File: src/rtl/sonata_clkgen_if.sv
// Board-side signal bundle of the Sonata clock/reset sequencer.
// The board (master) drives the reset button; the sequencer (slave) returns lock, enable and system reset.
interface sonata_clkgen_if;
  logic nrst_btn_i;
  logic locked_o;
  logic clk_en_o;
  logic rst_sys_no;

  modport master (output nrst_btn_i, input locked_o, clk_en_o, rst_sys_no);
  modport slave  (input nrst_btn_i, output locked_o, clk_en_o, rst_sys_no);
endinterface

File: src/rtl/sonata_clkgen.sv
// Clock/reset sequencer: emulated PLL lock timer, phase-accumulator clock enable,
// and a synchronized button reset released only after lock plus a hold time.
module sonata_clkgen #(
  parameter int unsigned            LockCycles    = 64,
  parameter int unsigned            RstHoldCycles = 16,
  parameter int unsigned            PhaseWidth    = 16,
  parameter logic [PhaseWidth-1:0]  FreqRatio     = 16'h8000
) (
  input  logic            clk_i,
  input  logic            rst_i,
  sonata_clkgen_if.slave  bus
);

  localparam logic [15:0] LockLimit = 16'(LockCycles);
  localparam logic [15:0] HoldLast  = 16'(RstHoldCycles - 32'd1);

  logic                  r_btn_meta;
  logic                  r_btn_sync;
  logic [15:0]           r_lock_cnt;
  logic [15:0]           w_lock_cnt_nxt;
  logic                  r_locked;
  logic [PhaseWidth-1:0] r_phase;
  logic [PhaseWidth:0]   w_phase_sum;
  logic                  r_clk_en;
  logic [15:0]           r_hold_cnt;
  logic                  r_rst_sys_n;

  // Lock counter saturates; locked is derived from the next count so it rises on the LockCycles-th edge.
  always_comb begin
    if (r_lock_cnt == LockLimit) begin
      w_lock_cnt_nxt = r_lock_cnt;
    end else begin
      w_lock_cnt_nxt = r_lock_cnt + 16'd1;
    end
  end

  always_comb w_phase_sum = {1'b0, r_phase} + {1'b0, FreqRatio};

  // Two-flop synchronizer for the asynchronous button.
  always_ff @(posedge clk_i) begin
    if (rst_i) begin
      r_btn_meta <= 1'b0;
      r_btn_sync <= 1'b0;
    end else begin
      r_btn_meta <= bus.nrst_btn_i;
      r_btn_sync <= r_btn_meta;
    end
  end

  always_ff @(posedge clk_i) begin
    if (rst_i) begin
      r_lock_cnt <= 16'd0;
      r_locked   <= 1'b0;
    end else begin
      r_lock_cnt <= w_lock_cnt_nxt;
      r_locked   <= (w_lock_cnt_nxt == LockLimit);
    end
  end

  // The carry out of the accumulator is the enable pulse; frozen until lock.
  always_ff @(posedge clk_i) begin
    if (rst_i) begin
      r_phase  <= '0;
      r_clk_en <= 1'b0;
    end else if (!r_locked) begin
      r_phase  <= '0;
      r_clk_en <= 1'b0;
    end else begin
      r_phase  <= w_phase_sum[PhaseWidth-1:0];
      r_clk_en <= w_phase_sum[PhaseWidth];
    end
  end

  always_ff @(posedge clk_i) begin
    if (rst_i) begin
      r_hold_cnt  <= 16'd0;
      r_rst_sys_n <= 1'b0;
    end else if (!r_locked || !r_btn_sync) begin
      r_hold_cnt  <= 16'd0;
      r_rst_sys_n <= 1'b0;
    end else if (!r_rst_sys_n && (r_hold_cnt == HoldLast)) begin
      r_rst_sys_n <= 1'b1;
    end else if (!r_rst_sys_n) begin
      r_hold_cnt  <= r_hold_cnt + 16'd1;
    end else begin
      r_hold_cnt  <= r_hold_cnt;
    end
  end

  assign bus.locked_o   = r_locked;
  assign bus.clk_en_o   = r_clk_en;
  assign bus.rst_sys_no = r_rst_sys_n;

endmodule

File: src/flat_wrapper.sv
// flat-port wrapper written by rule: the top's interface ports become plain ports
module sonata_clkgen_flat 
#(
  parameter int unsigned            LockCycles    = 64,
  parameter int unsigned            RstHoldCycles = 16,
  parameter int unsigned            PhaseWidth    = 16,
  parameter logic [PhaseWidth-1:0]  FreqRatio     = 16'h8000
)
  (clk_i, rst_i, bus_nrst_btn_i, bus_locked_o, bus_clk_en_o, bus_rst_sys_no);
  sonata_clkgen_if bus_i ();
  input  logic clk_i;
  input  logic rst_i;
  input wire logic [$bits(bus_i.nrst_btn_i)-1:0] bus_nrst_btn_i;
  output wire logic [$bits(bus_i.locked_o)-1:0] bus_locked_o;
  output wire logic [$bits(bus_i.clk_en_o)-1:0] bus_clk_en_o;
  output wire logic [$bits(bus_i.rst_sys_no)-1:0] bus_rst_sys_no;
  assign bus_i.nrst_btn_i = bus_nrst_btn_i;
  assign bus_locked_o = bus_i.locked_o;
  assign bus_clk_en_o = bus_i.clk_en_o;
  assign bus_rst_sys_no = bus_i.rst_sys_no;
  sonata_clkgen #(.LockCycles(LockCycles), .RstHoldCycles(RstHoldCycles), .PhaseWidth(PhaseWidth), .FreqRatio(FreqRatio)) u_core (.clk_i(clk_i), .rst_i(rst_i), .bus(bus_i));
endmodule
File: config.mk
export PLATFORM = sky130hd
export DESIGN_NAME = sonata_clkgen_flat
export DESIGN_NICKNAME = d
export VERILOG_FILES = /design/src/rtl/sonata_clkgen_if.sv /design/src/rtl/sonata_clkgen.sv /design/src/flat_wrapper.sv
export SDC_FILE = /design/constraint.sdc
export NUM_CORES = 1
export LEC_CHECK = 0
export BUFFER_PORTS_ARGS = -buffer_cell sky130_fd_sc_hd__buf_2
export CAP_MARGIN = 20
export CORE_MARGIN = 10
export CORE_UTILIZATION = 35
export DETAILED_ROUTE_END_ITERATION = 16
export GPL_TIMING_DRIVEN = 0
export HOLD_SLACK_MARGIN = 0.1
export PLACE_DENSITY = 0.61
export SLEW_MARGIN = 25
export SYNTH_ARGS = -nofsm -noshare
export SYNTH_HDL_FRONTEND = slang
export SYNTH_SLANG_ARGS = --single-unit
File: constraint.sdc
create_clock -name clk_i -period 2.4 [get_ports clk_i]
set_input_delay 0.48 -clock clk_i [delete_from_list [all_inputs] [get_ports clk_i]]
set_output_delay 0.48 -clock clk_i [all_outputs]
set_load 0.005 [all_outputs]
-- Word-level counts from Yosys, hierarchy flattened
Cells that the tools add are included.
- add/sub/neg operators: 3
- eq/ne operators: 3
- mux-type cells: 1
- bitwise operators: 3
- reductions and logical operators: 8
- operators with widths (cell ; number):
    $add 16x1->16 const B ; 2
    $eq 16x7->1 const B ; 2
    $add 16x16->17 const B ; 1
    $eq 16x4->1 const B ; 1
    $mux 16 ; 1
    $reduce_or 2->1 ; 2
    $logic_not 1->1 ; 3
    $not 1->1 ; 3
    $reduce_and 2->1 ; 1
    $logic_and 1x1->1 ; 1
    $logic_or 1x1->1 ; 1
- flip-flop bits (word level): 53
- bits of input ports: 3
- word-level logic and storage cells: 26

-- Depth between registers and ports, before layout
- depth after elaboration: 4
- gate-level depth with buffers: 8
- gate-level depth less buffers: 7

-- Worst setup path before layout
No wires, ideal clock.
- path type: register -> register
- start point: register u_core.r_lock_cnt[1]
- end point: register u_core.r_locked (netlist: u_core.bus.locked_o)
- setup time: 103 ps
- arrival: 1749 ps
- required time: 2297 ps
- slack: 547 ps
- stages on the path, launching flop included: 7
- path buffers: 0
- clock period less this slack: 1853 ps
- path through: dfxtp_1 -> ha_1 -> nand3_2 -> or3_1 -> a221oi_1 -> nand4b_1 -> a2111oi_2
- word-level cells in the longest chain between the ends: 3
- elaborated cells on any way between the ends: 4
- RTL lines (element ; line ; RTL):
    start, declared ; sonata_clkgen.sv:19 ; logic [15:0] r_lock_cnt;
    start signal, assigned ; sonata_clkgen.sv:55 ; r_lock_cnt <= w_lock_cnt_nxt;
    $add 16x1->16 / $eq 16x7->1 (equally long branches) ; sonata_clkgen.sv:33, sonata_clkgen.sv:30 ;
    $mux 16 * ; sonata_clkgen.sv:30 ; if (r_lock_cnt == LockLimit) begin
    $eq 16x7->1 * ; sonata_clkgen.sv:56 ; r_locked <= (w_lock_cnt_nxt == LockLimit);
    end signal, assigned ; sonata_clkgen.sv:56 ;
    end, declared ; sonata_clkgen.sv:21 ; logic r_locked;
Mark *: on every way between the ends. The rest lies on a longest branch, timed or not.
A chain may end at the register's enable or synchronous reset.

-- Worst setup path in the final report
Ends and elaborated chain as after synthesis.

==> summary.txt <==
Setup path
  – Reg2Reg Depth: 6
  – CP Data Arrival Time: between 2 and 2.5 ns
  – Critical-path top delay cell: dfxtp_1
  – R2R Path End: u_core.bus.locked_o
  – R2R setup slack: a little over 0.3 ns
  – CP Launch Type: flip-flop
  – Max incr delay on CP: between 0.4 and 0.5 ns
  – RR Startpoint: u_core.r_lock_cnt[1]
  – Crit. End Element: flip-flop
  – CP max FO: 8
  – Cell Chain, Critical Path: ha_4, nand3_2, or3_1, a221oi_1, nand4b_1, a2111oi_2
  – Crit Path Class: reg2reg
  – Critical path required time: 2.58 ns

Power
  – Worst ir drop on vdd: 0.245 mV
  – Power density over cell area: between 500 and 600 nW/um2
  – Leak pwr: 0.750 nW

Layout
  – Area delta synth->final: 11.3%
  – Fill cell count: 554
  – Share of cells above drive strength 1: 13.7%
  – # diodes: 0
  – Post-layout util: 41.0%
  – Number of nets in the layout: 239

Place
  – Placer Congestion: 0.870
  – PortBufs: 5
  – DP HPWL: 2.57 mm
  – Dpl ws: 0.190 ns

CTS
  – CTS max path bufs: 2
  – CTS resizes: 0
  – CTS root buf: clkbuf_8
  – Worst-path clk slew: about 0.080 ns
  – Setup bufs post-CTS: 0
  – Total CTS buffers: 5
  – H-tree Lvls: 2
  – CTS tree: built
  – Sink Count: 38
  – Number of hold buffers added after cts: 0
  – Worst-skew pair later-pin latency: roughly 0.29 ns

STA
  – Setup Viol. Count Final: 0
  – Final Max Slew Viols: 0
  – Fin worst setup slack: 0.310 ns
  – Worst slew margin: between 40% and 50%
  – TNS Setup: 0 ns
  – Maximum clock rate: roughly 0.48 GHz
  – Fin crit period: 2.09 ns
  – Least-Margin Pin Slew: 0.811 ns
  – Part of the cycle the worst path needs: between 80% and 90%
  – Clk_skew: between 0.005 and 0.006 ns
  – RSZ-0062 raised after global routing: no
  – Hold Vio Cnt, Final: 0

Routing
  – DRC errors left: 0
  – Pre-antenna DRT Iters: 4
  – Via Count: approximately 1500
  – DRT antenna net count: 0
  – Via density: 5.05
  – Initial DRC Count: 49
  – Avg WL per Cell: 12.3 um
  – Routed WL: ~3.7 mm

Global route
  – GRT Residual Overflow: 0
  – Vias in the first global route: 1463
  – Tot GR Track Use: approximately a tenth
  – Initial antenna violation count: 0
  – Largest net degree at the start of global routing: 12
  – Global-route wire length before repair: 6.56 mm

Worst hold path
  – Worst Min Path Start: bus_nrst_btn_i
  – Hold EP: u_core.r_btn_meta
  – Hold path depth: 2
  – Min-delay worst type: in2reg

Floorplan
  – Die X: 94.1 um
  – Initial Utilization: 36.9%
  – Die area: 8850 um2
  – Die Height: 94.1 um
  – Core Box Area: roughly 5200 um2
  – Site Rows: 26
  – Ports: 6

Synthesis
  – Synth Cell Area: 1920 um2
  – Avg Cell Area, Syn: 8.68 um2
  – Post-Synthesis Net Count: 227
  – Post-synthesis instance total: 221
  – Post-synth cell types: 43
  – Post-synthesis sequential area ratio: between 30% and 40%
  – Yosys warning total: 0
  – Ys flop type: dfxtp_1
  – Number of synthesized flops with an enable pin: 0
  – Flops & latches, synth: 38
  – Post-synthesis async set-or-reset flop share: 0%

Run status
  – Status: finished clean

Run
  – Max cap viols: 0
worst max-delay path by stage:
stage	startpoint	slack (ns)	to
floorplan	u_core.r_lock_cnt[1]	0.55	u_core.bus.locked_o
global placement	u_core.r_lock_cnt[1]	0.19	u_core.bus.locked_o
detailed placement	u_core.r_lock_cnt[1]	0.19	u_core.bus.locked_o
CTS	u_core.r_lock_cnt[1]	0.16	u_core.bus.locked_o
global route	u_core.r_lock_cnt[1]	0.07	u_core.bus.locked_o
finish	u_core.r_lock_cnt[1]	0.31	u_core.bus.locked_o
power breakdown:
part           total (mW)  internal, mW  switching, mW
registers           0.642         0.636        0.00619
logic              0.0465        0.0201         0.0264
clock network       0.458         0.232          0.226
worst max-delay path, delay by kind of cell (launching register included):
kind | cells | cell delay [ns]
simple gates | 3 | 0.70
fa+ha+maj | 1 | 0.22
compound gates | 2 | 0.58
flops | 1 | 0.47
stage by stage:
step	hold slack, ns	power, mW	area [um2]	instances
final	0.399	1.15	2140	304
after global routing	0.396	1.20	2140	304
after CTS	0.391	1.16	2120	304
after detailed placement	0.407	0.700	2030	296
after global placement	0.397	0.700	2030	296
after floorplan	0.390	0.689	1920	221
sequential cells by signal, summed over array words and instances, names as in the netlist:
name and count:
u_core.r_hold_cnt 16, u_core.r_lock_cnt 16, u_core.bus.clk_en_o 1, u_core.bus.locked_o 1
u_core.bus.rst_sys_no 1, u_core.r_btn_meta 1, u_core.r_btn_sync 1, u_core.r_phase 1
cells by family (layout without fill, tap and decap cells):
family	count (synthesis)	count (layout)	share of synthesized area (%)
buf+inv	19	32	4.37
xor+xnor	31	31	14.1
compound gates	15	15	5.48
mux	3	3	1.56
flops	38	38	39.6
fa+ha+maj	3	3	1.96
simple gates	112	112	32.9
final cells by class:
class | instances | area (um2) | share of cell area [%]
Buffer | 13 | 61.3 | 2.87
Tap cell | 70 | 87.6 | 4.10
Clock buffer | 7 | 86.3 | 4.04
Sequential cell | 38 | 761 | 35.6
Inverter | 6 | 22.5 | 1.05
Timing Repair Buffer | 5 | 25.0 | 1.17
Clock inverter | 1 | 5.00 | 0.234
Multi-Input combinational cell | 164 | 1090 | 50.9
cells in the mapped netlist (all sizes together) (3+ instances only):
cell type,number,area share (%)
xnor2,14,6.4
nand2,9,1.8
o21ai,3,0.78
nor3,8,2.1
nor4,6,2.6
dfxtp,38,40
or3,4,1.3
clkbuf,6,1.2
mux2i,3,1.6
inv,6,1.2
nor2,37,7.2
xor2,17,7.8
nand4,10,4.4
ha,3,2.0
and3,4,1.3
a21oi,4,1.0
nand3,17,4.7
buf,7,2.0
per-layer routing:
layer,global-route usage (%),vias up,part of all wire (%)
met2,14.2,28,46
met3,2.64,7,3.7
li1,-,789,-
met5,0,-,0
met1,11.2,712,49
met4,5.82,0,2.1
layout by cell type, fill, tap and decap left out, types with 4 or more instances in the layout:
master,n
xor2_1,17
a21oi_1,4
nor4_1,4
dfxtp_1,38
nor2_1,37
nand3_1,16
or3_1,4
clkbuf_8,6
clkbuf_1,6
nand2_1,9
xnor2_1,14
and3_1,4
nand4_1,8
nor3_1,8
inv_1,5
buf_2,11
Note: power is estimated with default switching activity, not from simulation.
